**src/rtl/mux_scan_n_1.sv**
```systemverilog
// mux_scan_n_1: N-input, W-bit registered multiplexer.
// In manual mode the channel comes from a loaded select register.
// In scan mode a dwell counter steps through the channels automatically.
// Optional feature macro: MUX_SCAN_SKIP_EN adds a per-channel skip mask for scan mode.
module mux_scan_n_1 #(
  parameter int N     = 8,
  parameter int W     = 4,
  parameter int DWELL = 4,
  parameter int SW    = $clog2(N)
) (
  input  logic             clk,
  input  logic             rst_n,
  input  logic [N*W-1:0]   I,
  input  logic [SW-1:0]    S,
  input  logic             load,
  input  logic             mode,
  input  logic             en,
`ifdef MUX_SCAN_SKIP_EN
  input  logic [N-1:0]     skip,
`endif
  output logic [W-1:0]     Y,
  output logic [SW-1:0]    ch,
  output logic             valid,
  output logic             wrap,
  output logic             err
);

  localparam int CW = $clog2(DWELL + 1);
  localparam logic [CW-1:0] CNT_LAST = CW'(DWELL - 1);
  localparam logic [SW-1:0] SEL_LAST = SW'(N - 1);
  localparam logic [SW:0]   N_EXT    = (SW + 1)'(N);

  typedef enum logic {
    MODE_MANUAL = 1'b0,
    MODE_SCAN   = 1'b1
  } mode_t;

  mode_t         mode_q, mode_d;
  logic [SW-1:0] sel_q, sel_d, adv_sel;
  logic [CW-1:0] cnt_q, cnt_d;
  logic          adv_wrap, wrap_d, err_d;
  logic [W-1:0]  chan [N];

  // Unpack the flat channel bus into an indexable array
  always_comb begin
    for (int unsigned k = 0; k < N; k++) begin
      chan[k] = I[k*W +: W];
    end
  end

`ifdef MUX_SCAN_SKIP_EN
  int unsigned idx;
  logic        found;

  // Next unmasked channel above sel, searched circularly; wrap if the search passes N-1
  always_comb begin
    adv_sel  = sel_q;
    adv_wrap = 1'b0;
    found    = 1'b0;
    idx      = 0;
    for (int unsigned k = 1; k <= N; k++) begin
      idx = 32'(sel_q) + k;
      if (idx >= N) idx = idx - N;
      if (!found && !skip[idx[SW-1:0]]) begin
        found    = 1'b1;
        adv_sel  = idx[SW-1:0];
        adv_wrap = (32'(sel_q) + k) >= N;
      end
    end
  end
`else
  // Next channel in order, modulo N
  always_comb begin
    adv_wrap = (sel_q == SEL_LAST);
    adv_sel  = adv_wrap ? '0 : sel_q + 1'b1;
  end
`endif

  // Select/dwell next-state: load first, then mode change, then scan advance
  always_comb begin
    sel_d  = sel_q;
    cnt_d  = cnt_q;
    mode_d = mode_t'(mode);
    wrap_d = 1'b0;
    err_d  = 1'b0;
    if (load) begin
      if ({1'b0, S} < N_EXT) begin
        sel_d = S;
        cnt_d = '0;
      end else begin
        err_d = 1'b1;
      end
    end else if (mode_d != mode_q) begin
      cnt_d = '0;
    end else if (mode_q == MODE_SCAN) begin
      if (cnt_q == CNT_LAST) begin
        cnt_d  = '0;
        sel_d  = adv_sel;
        wrap_d = adv_wrap;
      end else begin
        cnt_d = cnt_q + 1'b1;
      end
    end else begin
      cnt_d = '0;
    end
  end

  // State and registered outputs; en=0 freezes everything and clears the pulses
  always_ff @(posedge clk or negedge rst_n) begin
    if (!rst_n) begin
      sel_q  <= '0;
      cnt_q  <= '0;
      mode_q <= MODE_MANUAL;
      Y      <= '0;
      ch     <= '0;
      valid  <= 1'b0;
      wrap   <= 1'b0;
      err    <= 1'b0;
    end else if (en) begin
      sel_q  <= sel_d;
      cnt_q  <= cnt_d;
      mode_q <= mode_d;
      Y      <= chan[sel_q];
      ch     <= sel_q;
      valid  <= 1'b1;
      wrap   <= wrap_d;
      err    <= err_d;
    end else begin
      wrap <= 1'b0;
      err  <= 1'b0;
    end
  end

endmodule

```
**config.mk**
```make
export PLATFORM = sky130hd
export DESIGN_NAME = mux_scan_n_1
export DESIGN_NICKNAME = d
export VERILOG_FILES = /design/src/rtl/mux_scan_n_1.sv
export SDC_FILE = /design/constraint.sdc
export NUM_CORES = 1
export LEC_CHECK = 0
export BUFFER_PORTS_ARGS = -buffer_cell sky130_fd_sc_hd__buf_2
export CAP_MARGIN = 15
export CORE_MARGIN = 3
export CORE_UTILIZATION = 44
export CTS_BUF_LIST = sky130_fd_sc_hd__clkbuf_16
export DETAILED_ROUTE_END_ITERATION = 10
export PLACE_DENSITY = 0.78
export SETUP_SLACK_MARGIN = 0.2
export SYNTH_ARGS = -nofsm -noshare
export SYNTH_HDL_FRONTEND = slang
export SYNTH_SLANG_ARGS = --single-unit
```
**constraint.sdc**
```tcl
create_clock -name clk -period 1.72 [get_ports clk]
set_input_delay 0.344 -clock clk [delete_from_list [all_inputs] [get_ports clk]]
set_output_delay 0.344 -clock clk [all_outputs]
set_load 0.02 [all_outputs]
```
==> results.json, run 1 <==
{
  "ctsHoldBuffers": 0,
  "switching_share_pct": 33.50,
  "r2r_slack_ps": 220,
  "switchingPower_mw": 0.5976,
  "worstSetupStartpointType": "flip-flop",
  "yosysSeqAreaShare_pct": 42.16,
  "placed_cells": 153,
  "grt_usage_pct": 17.76,
  "dpl.hpwl_um": 1756,
  "worstSetupPathType": "reg2reg",
  "p_per_area_nw_per_um2": 1352,
  "cts_tree": "done",
  "finalWirelength_um": 2283,
  "ys_warn_count": 0,
  "firstDrtPassIters": 4,
  "final_common_cell": "buf_2",
  "status": "complete, but fails checks",
  "path_cells": "ha_2 -> ha_1 -> mux2_2 -> mux2_2",
  "intPower_mw": 1.186,
  "yosysUniqueCellTypes": 28,
  "fmax_mhz": 666.9,
  "place_area_um2": 1222,
  "cts.clk_slew.worst_paths_ps": 50,
  "grt_max_degree": 17,
  "synth_cells": 79,
  "async_reset_ff_share_pct": 100.0,
  "antenna_found_initial": 0,
  "gp_congestion": 0.7725,
  "fp-row-count": 16,
  "design_area_um2": 1319,
  "pwr-share-comb_pct": 41.7,
  "overflow": 0,
  "clkLatencyLatePin_ps": 250,
  "hp-class": "in2async",
  "cts_root_buf": "clkbuf_16",
  "drtIter0Drc": 7,
  "cts_inserted_buffers": 3,
  "drc": 0,
  "fp.dieH_um": 52.46,
  "syn2layout_area_growth_pct": 38.87,
  "cellLeakagePower_nw": 0.6444,
  "wl_per_cell_um": 14.45,
  "final.setup.worst_slack_ps": 220.6,
  "post-route-period-util_pct": 87.17,
  "synth_top_flop_cell": "dfrtp_1",
  "nFillCells": 167,
  "fin_crit_ps": 1499,
  "vias": 859,
  "critPathMostFrequentCell": "mux2_2",
  "ios": 50,
  "synth_edf_count": 0,
  "path_max_fanout": 3,
  "die_x_um": 52.46,
  "avgViaCountPerCell": 5.437,
  "ys_ff_latch": 16,
  "grt_pass1_wl_um": 3491,
  "hold_violations": 12,
  "worst_setup_path_end_kind": "flip-flop",
  "rsz0062_at_grt": "yes",
  "slowest_stage": "dfrtp_1",
  "rr_worst_depth": 4,
  "port_buffers": 48,
  "core-area_um2": 2002,
  "final_cells": 158,
  "ant_nets": 0,
  "seqPwrFrac_pct": 32.8,
  "max_cap_viol_count": 0,
  "critPathRequiredTime_ps": 1850,
  "syn_area_um2": 949.7,
  "syn_area_per_cell_um2": 12.02,
  "hold_slack_ps": -5.615,
  "start_util_pct": 47.44,
  "final_cell_mix": "buf_2, dfrtp_1, mux2_2",
  "rr_startpoint": "sel_q[0]",
  "fin_tns_setup_ps": 0,
  "dp_slack_ps": 181.7,
  "dieArea_um2": 2752,
  "cp.arrival_ps": 1630,
  "clockPowerShare_pct": 25.5,
  "maxSlewViolCount": 0,
  "cts_max_path_buffers": 2,
  "cts_max_level": 1,
  "postSynthNetCount": 122,
  "fin_worst_skew_ps": 4.124,
  "grt_pass1_vias": 823,
  "layout.nets": 175,
  "setup_viol": 0,
  "cpPeakStageDelay_ps": 410,
  "r2r_end": "sel_q[2]",
  "diodes": 0,
  "cts.sinks": 16,
  "max-vdd-ir-drop_v": 0.0007287,
  "drive_gt1_share_pct": 55.73,
  "violations": "hold timing"
}
[final cells by class]
| type | count | area (µm²) | area share (%) |
|---|---|---|---|
| Tap cell | 27 | 33.78 | 2.562 |
| Clock inverter | 1 | 3.754 | 0.2846 |
| Sequential cell | 16 | 400.4 | 30.36 |
| Timing Repair Buffer | 53 | 281.5 | 21.35 |
| Multi-Input combinational cell | 55 | 513.0 | 38.90 |
| Clock buffer | 3 | 75.07 | 5.693 |
| Inverter | 3 | 11.26 | 0.8539 |
[worst max-delay path: cells and delay by family, from the launching register on]
kind / cells / cell delay, ps
muxes: 2 / 520
DFF: 1 / 410
adders and majority gates: 2 / 460
[stage by stage]
stage | util (%) | total power [mW]
finish | 65.88 | 1.783
global route | 65.88 | 1.890
floorplan | - | 1.081
detailed placement | 61.06 | 1.319
CTS | 65.19 | 1.787
global placement | 61.06 | 1.287
[routing by layer]
| layer | wire length (µm) | part of all wire, % | vias up | GRT usage, % |
|---|---|---|---|---|
| met5 | 0 | 0 | - | 0 |
| met4 | 81 | 3.5 | 0 | 14.04 |
| met3 | 176 | 7.7 | 8 | 2.849 |
| met2 | 1162 | 51 | 47 | 29.13 |
| met1 | 862 | 38 | 404 | 20.18 |
| li1 | - | - | 400 | - |
[worst max path at each step]
stage | start | end | slack, ps | cells after the start
6_report | sel_q[0] | sel_q[2] | 220 | 4
5_1_grt | sel_q[0] | sel_q[2] | 170 | 4
3_5_place_dp | sel_q[0] | Y[1] | 180 | 3
3_3_place_gp | sel_q[0] | Y[1] | 250 | 3
2_1_floorplan | sel_q[0] | sel_q[2] | 280 | 4
4_1_cts | sel_q[0] | sel_q[2] | 190 | 4
[Yosys cell counts, types with 3 or more instances]
library cell,instances,area share (%)
ha_1,3,4.0
mux4_2,4,9.5
inv_1,3,1.2
mux2i_1,7,7.4
dfrtp_1,16,42
mux2_2,10,12
nand3_1,3,1.6
nand2b_1,3,2.0
a221o_1,3,3.2
nand2_1,4,1.6
o22ai_1,3,2.0
[repair_timing]
action                                  in CTS  in global routing
gates resized for setup                      1                  2
pin swaps                                    0                  3
setup buffers                                0                  1
endpoints found under the setup margin       3                  6
[state kept, by name, summed over array words and instances, names as in the netlist]
signal / cells
ch: 3
Y: 4
mode_q: 1
wrap: 1
valid: 1
sel_q: 3
cnt_q: 3
[power by group through the flow]
stage | clock network [mW] | registers, mW | logic [mW]
2_1_floorplan | 0 | 0.663 | 0.418
3_3_place_gp | 0 | 0.581 | 0.706
3_5_place_dp | 0 | 0.582 | 0.737
4_1_cts | 0.463 | 0.583 | 0.741
5_1_grt | 0.473 | 0.600 | 0.816
6_report | 0.454 | 0.585 | 0.744
[cells by family after synthesis]
family	after synthesis	share of synthesized area (%)
flops	16	42.16
buf+inv	8	4.479
other cells	1	0.3949
mux	21	28.72
simple gates	18	10.94
fa+ha+maj	3	3.953
compound gates	12	9.355
Power figures use the tool's default switching activity.
==> inputs of run 2 (changes only) <==
--- a/config.mk
+++ b/config.mk
@@ -11,6 +11,7 @@
 export CORE_UTILIZATION = 44
 export CTS_BUF_LIST = sky130_fd_sc_hd__clkbuf_16
 export DETAILED_ROUTE_END_ITERATION = 10
+export GPL_TIMING_DRIVEN = 0
 export PLACE_DENSITY = 0.78
 export SETUP_SLACK_MARGIN = 0.2
 export SYNTH_ARGS = -nofsm -noshare
==> results.json, run 2 (synthesis gave the netlist of run 1 again) <==
{
  "pwr-share-comb_pct": 42.6,
  "final.setup.worst_slack_ps": 272.5,
  "vias": 826,
  "cts_max_path_buffers": 2,
  "largest-register": "Y",
  "cellLeakagePower_nw": 0.6439,
  "nFillCells": 158,
  "path_max_fanout": 6,
  "final_cells": 157,
  "ctsHoldBuffers": 0,
  "fp-row-count": 16,
  "p_total_mw": 1.792,
  "postCtsSetupBuffers": 0,
  "finalWirelength_um": 2158,
  "layout.nets": 175,
  "core-area_um2": 2002,
  "p_per_area_nw_per_um2": 1348,
  "design_area_um2": 1329,
  "place_area_um2": 1224,
  "gp_congestion": 0.7579,
  "start_util_pct": 47.44,
  "overflow": 0,
  "cts.sinks": 16,
  "rsz0062_at_grt": "yes",
  "intPower_mw": 1.192,
  "cts_max_level": 1,
  "ios": 50,
  "clkLatencyLatePin_ps": 240,
  "worstSetupPathType": "reg2reg",
  "dpl.hpwl_um": 1674,
  "grt_pass1_vias": 816,
  "antenna_found_initial": 0,
  "final_common_cell": "buf_2",
  "ant_nets": 0,
  "clockPowerShare_pct": 24.5,
  "hold_violations": 0,
  "firstDrtPassIters": 4,
  "avgViaCountPerCell": 5.261,
  "max-vdd-ir-drop_v": 0.0007954,
  "drtIter0Drc": 10,
  "grt_max_degree": 17,
  "final_util_pct": 66.38,
  "fin_crit_ps": 1447,
  "status": "finished clean",
  "largest_reg_flops": 4,
  "wl_per_cell_um": 13.75,
  "fmax_mhz": 690.9,
  "cts_tree": "done",
  "die_x_um": 52.46,
  "cts_inserted_buffers": 3,
  "worstSetupStartpointType": "flip-flop",
  "dp_slack_ps": 190.7,
  "port_buffers": 48,
  "cts_root_buf": "clkbuf_16",
  "drc": 0,
  "final_cell_mix": "buf_2, dfrtp_1, mux2_2",
  "switchingPower_mw": 0.5994,
  "cp.arrival_ps": 1570,
  "dieArea_um2": 2752,
  "setup_viol": 0,
  "switching_share_pct": 33.45,
  "diodes": 0,
  "r2r_slack_ps": 270,
  "drive_gt1_share_pct": 56.15,
  "hp-class": "in2async",
  "placed_cells": 154,
  "grt_usage_pct": 16.80,
  "max_cap_viol_count": 0,
  "grt_pass1_wl_um": 3325,
  "hold_slack_ps": 0.5475,
  "syn2layout_area_growth_pct": 39.92,
  "fin_worst_skew_ps": 1.082,
  "seqPwrFrac_pct": 32.9,
  "fp.dieH_um": 52.46,
  "maxSlewViolCount": 0,
  "fin_tns_setup_ps": 0,
  "critPathRequiredTime_ps": 1840,
  "cts.clk_slew.worst_paths_ps": 50,
  "post-route-period-util_pct": 84.15,
  "worst_setup_path_end_kind": "flip-flop"
}
-- run 2: power groups by stage --
stage               Sequential, mW  Clock [mW]  Combinational [mW]
floorplan                    0.663           0               0.418
global placement             0.582           0               0.702
detailed placement           0.586           0               0.729
CTS                          0.585       0.446               0.731
global route                 0.603       0.465               0.842
finish                       0.589       0.439               0.763
-- run 2: metal layers --
metal	share of wire (%)	vias to the layer above	GRT usage (%)
li1	-	404	-
met1	42	383	19.46
met2	49	34	27.89
met3	6.6	5	3.704
met4	2.1	0	10.21
met5	0	-	0
-- run 2: repair_timing --
item	in CTS	in global routing
pin swaps	0	2
setup endpoints to repair	3	7
gates cloned	0	0
resized for setup	1	7
-- run 2: cell type report --
class	instances	area [µm²]	area share (%)
Inverter	3	11.26	0.8475
Timing Repair Buffer	48	240.2	18.08
Clock buffer	3	75.07	5.650
Tap cell	27	33.78	2.542
Multi-Input combinational cell	55	529.3	39.83
Buffer	5	38.79	2.919
Sequential cell	16	400.4	30.13
-- run 2: final timing paths --
kind,start,end,cells after the start
setup / recovery,sel_q[0],Y[3],3
hold / removal,rst_n,cnt_q[2],1
setup reg to reg,sel_q[0],Y[3],3
hold reg to reg,valid,valid,1
max in group asynchronous,rst_n,sel_q[0],1
min in group clk,mode,mode_q,2
-- run 2: critical path, cell delays in order (launching register included) --
cell and delay (ps):
dfrtp_1 360, buf_6 150, mux4_2 490, a221o_1 330
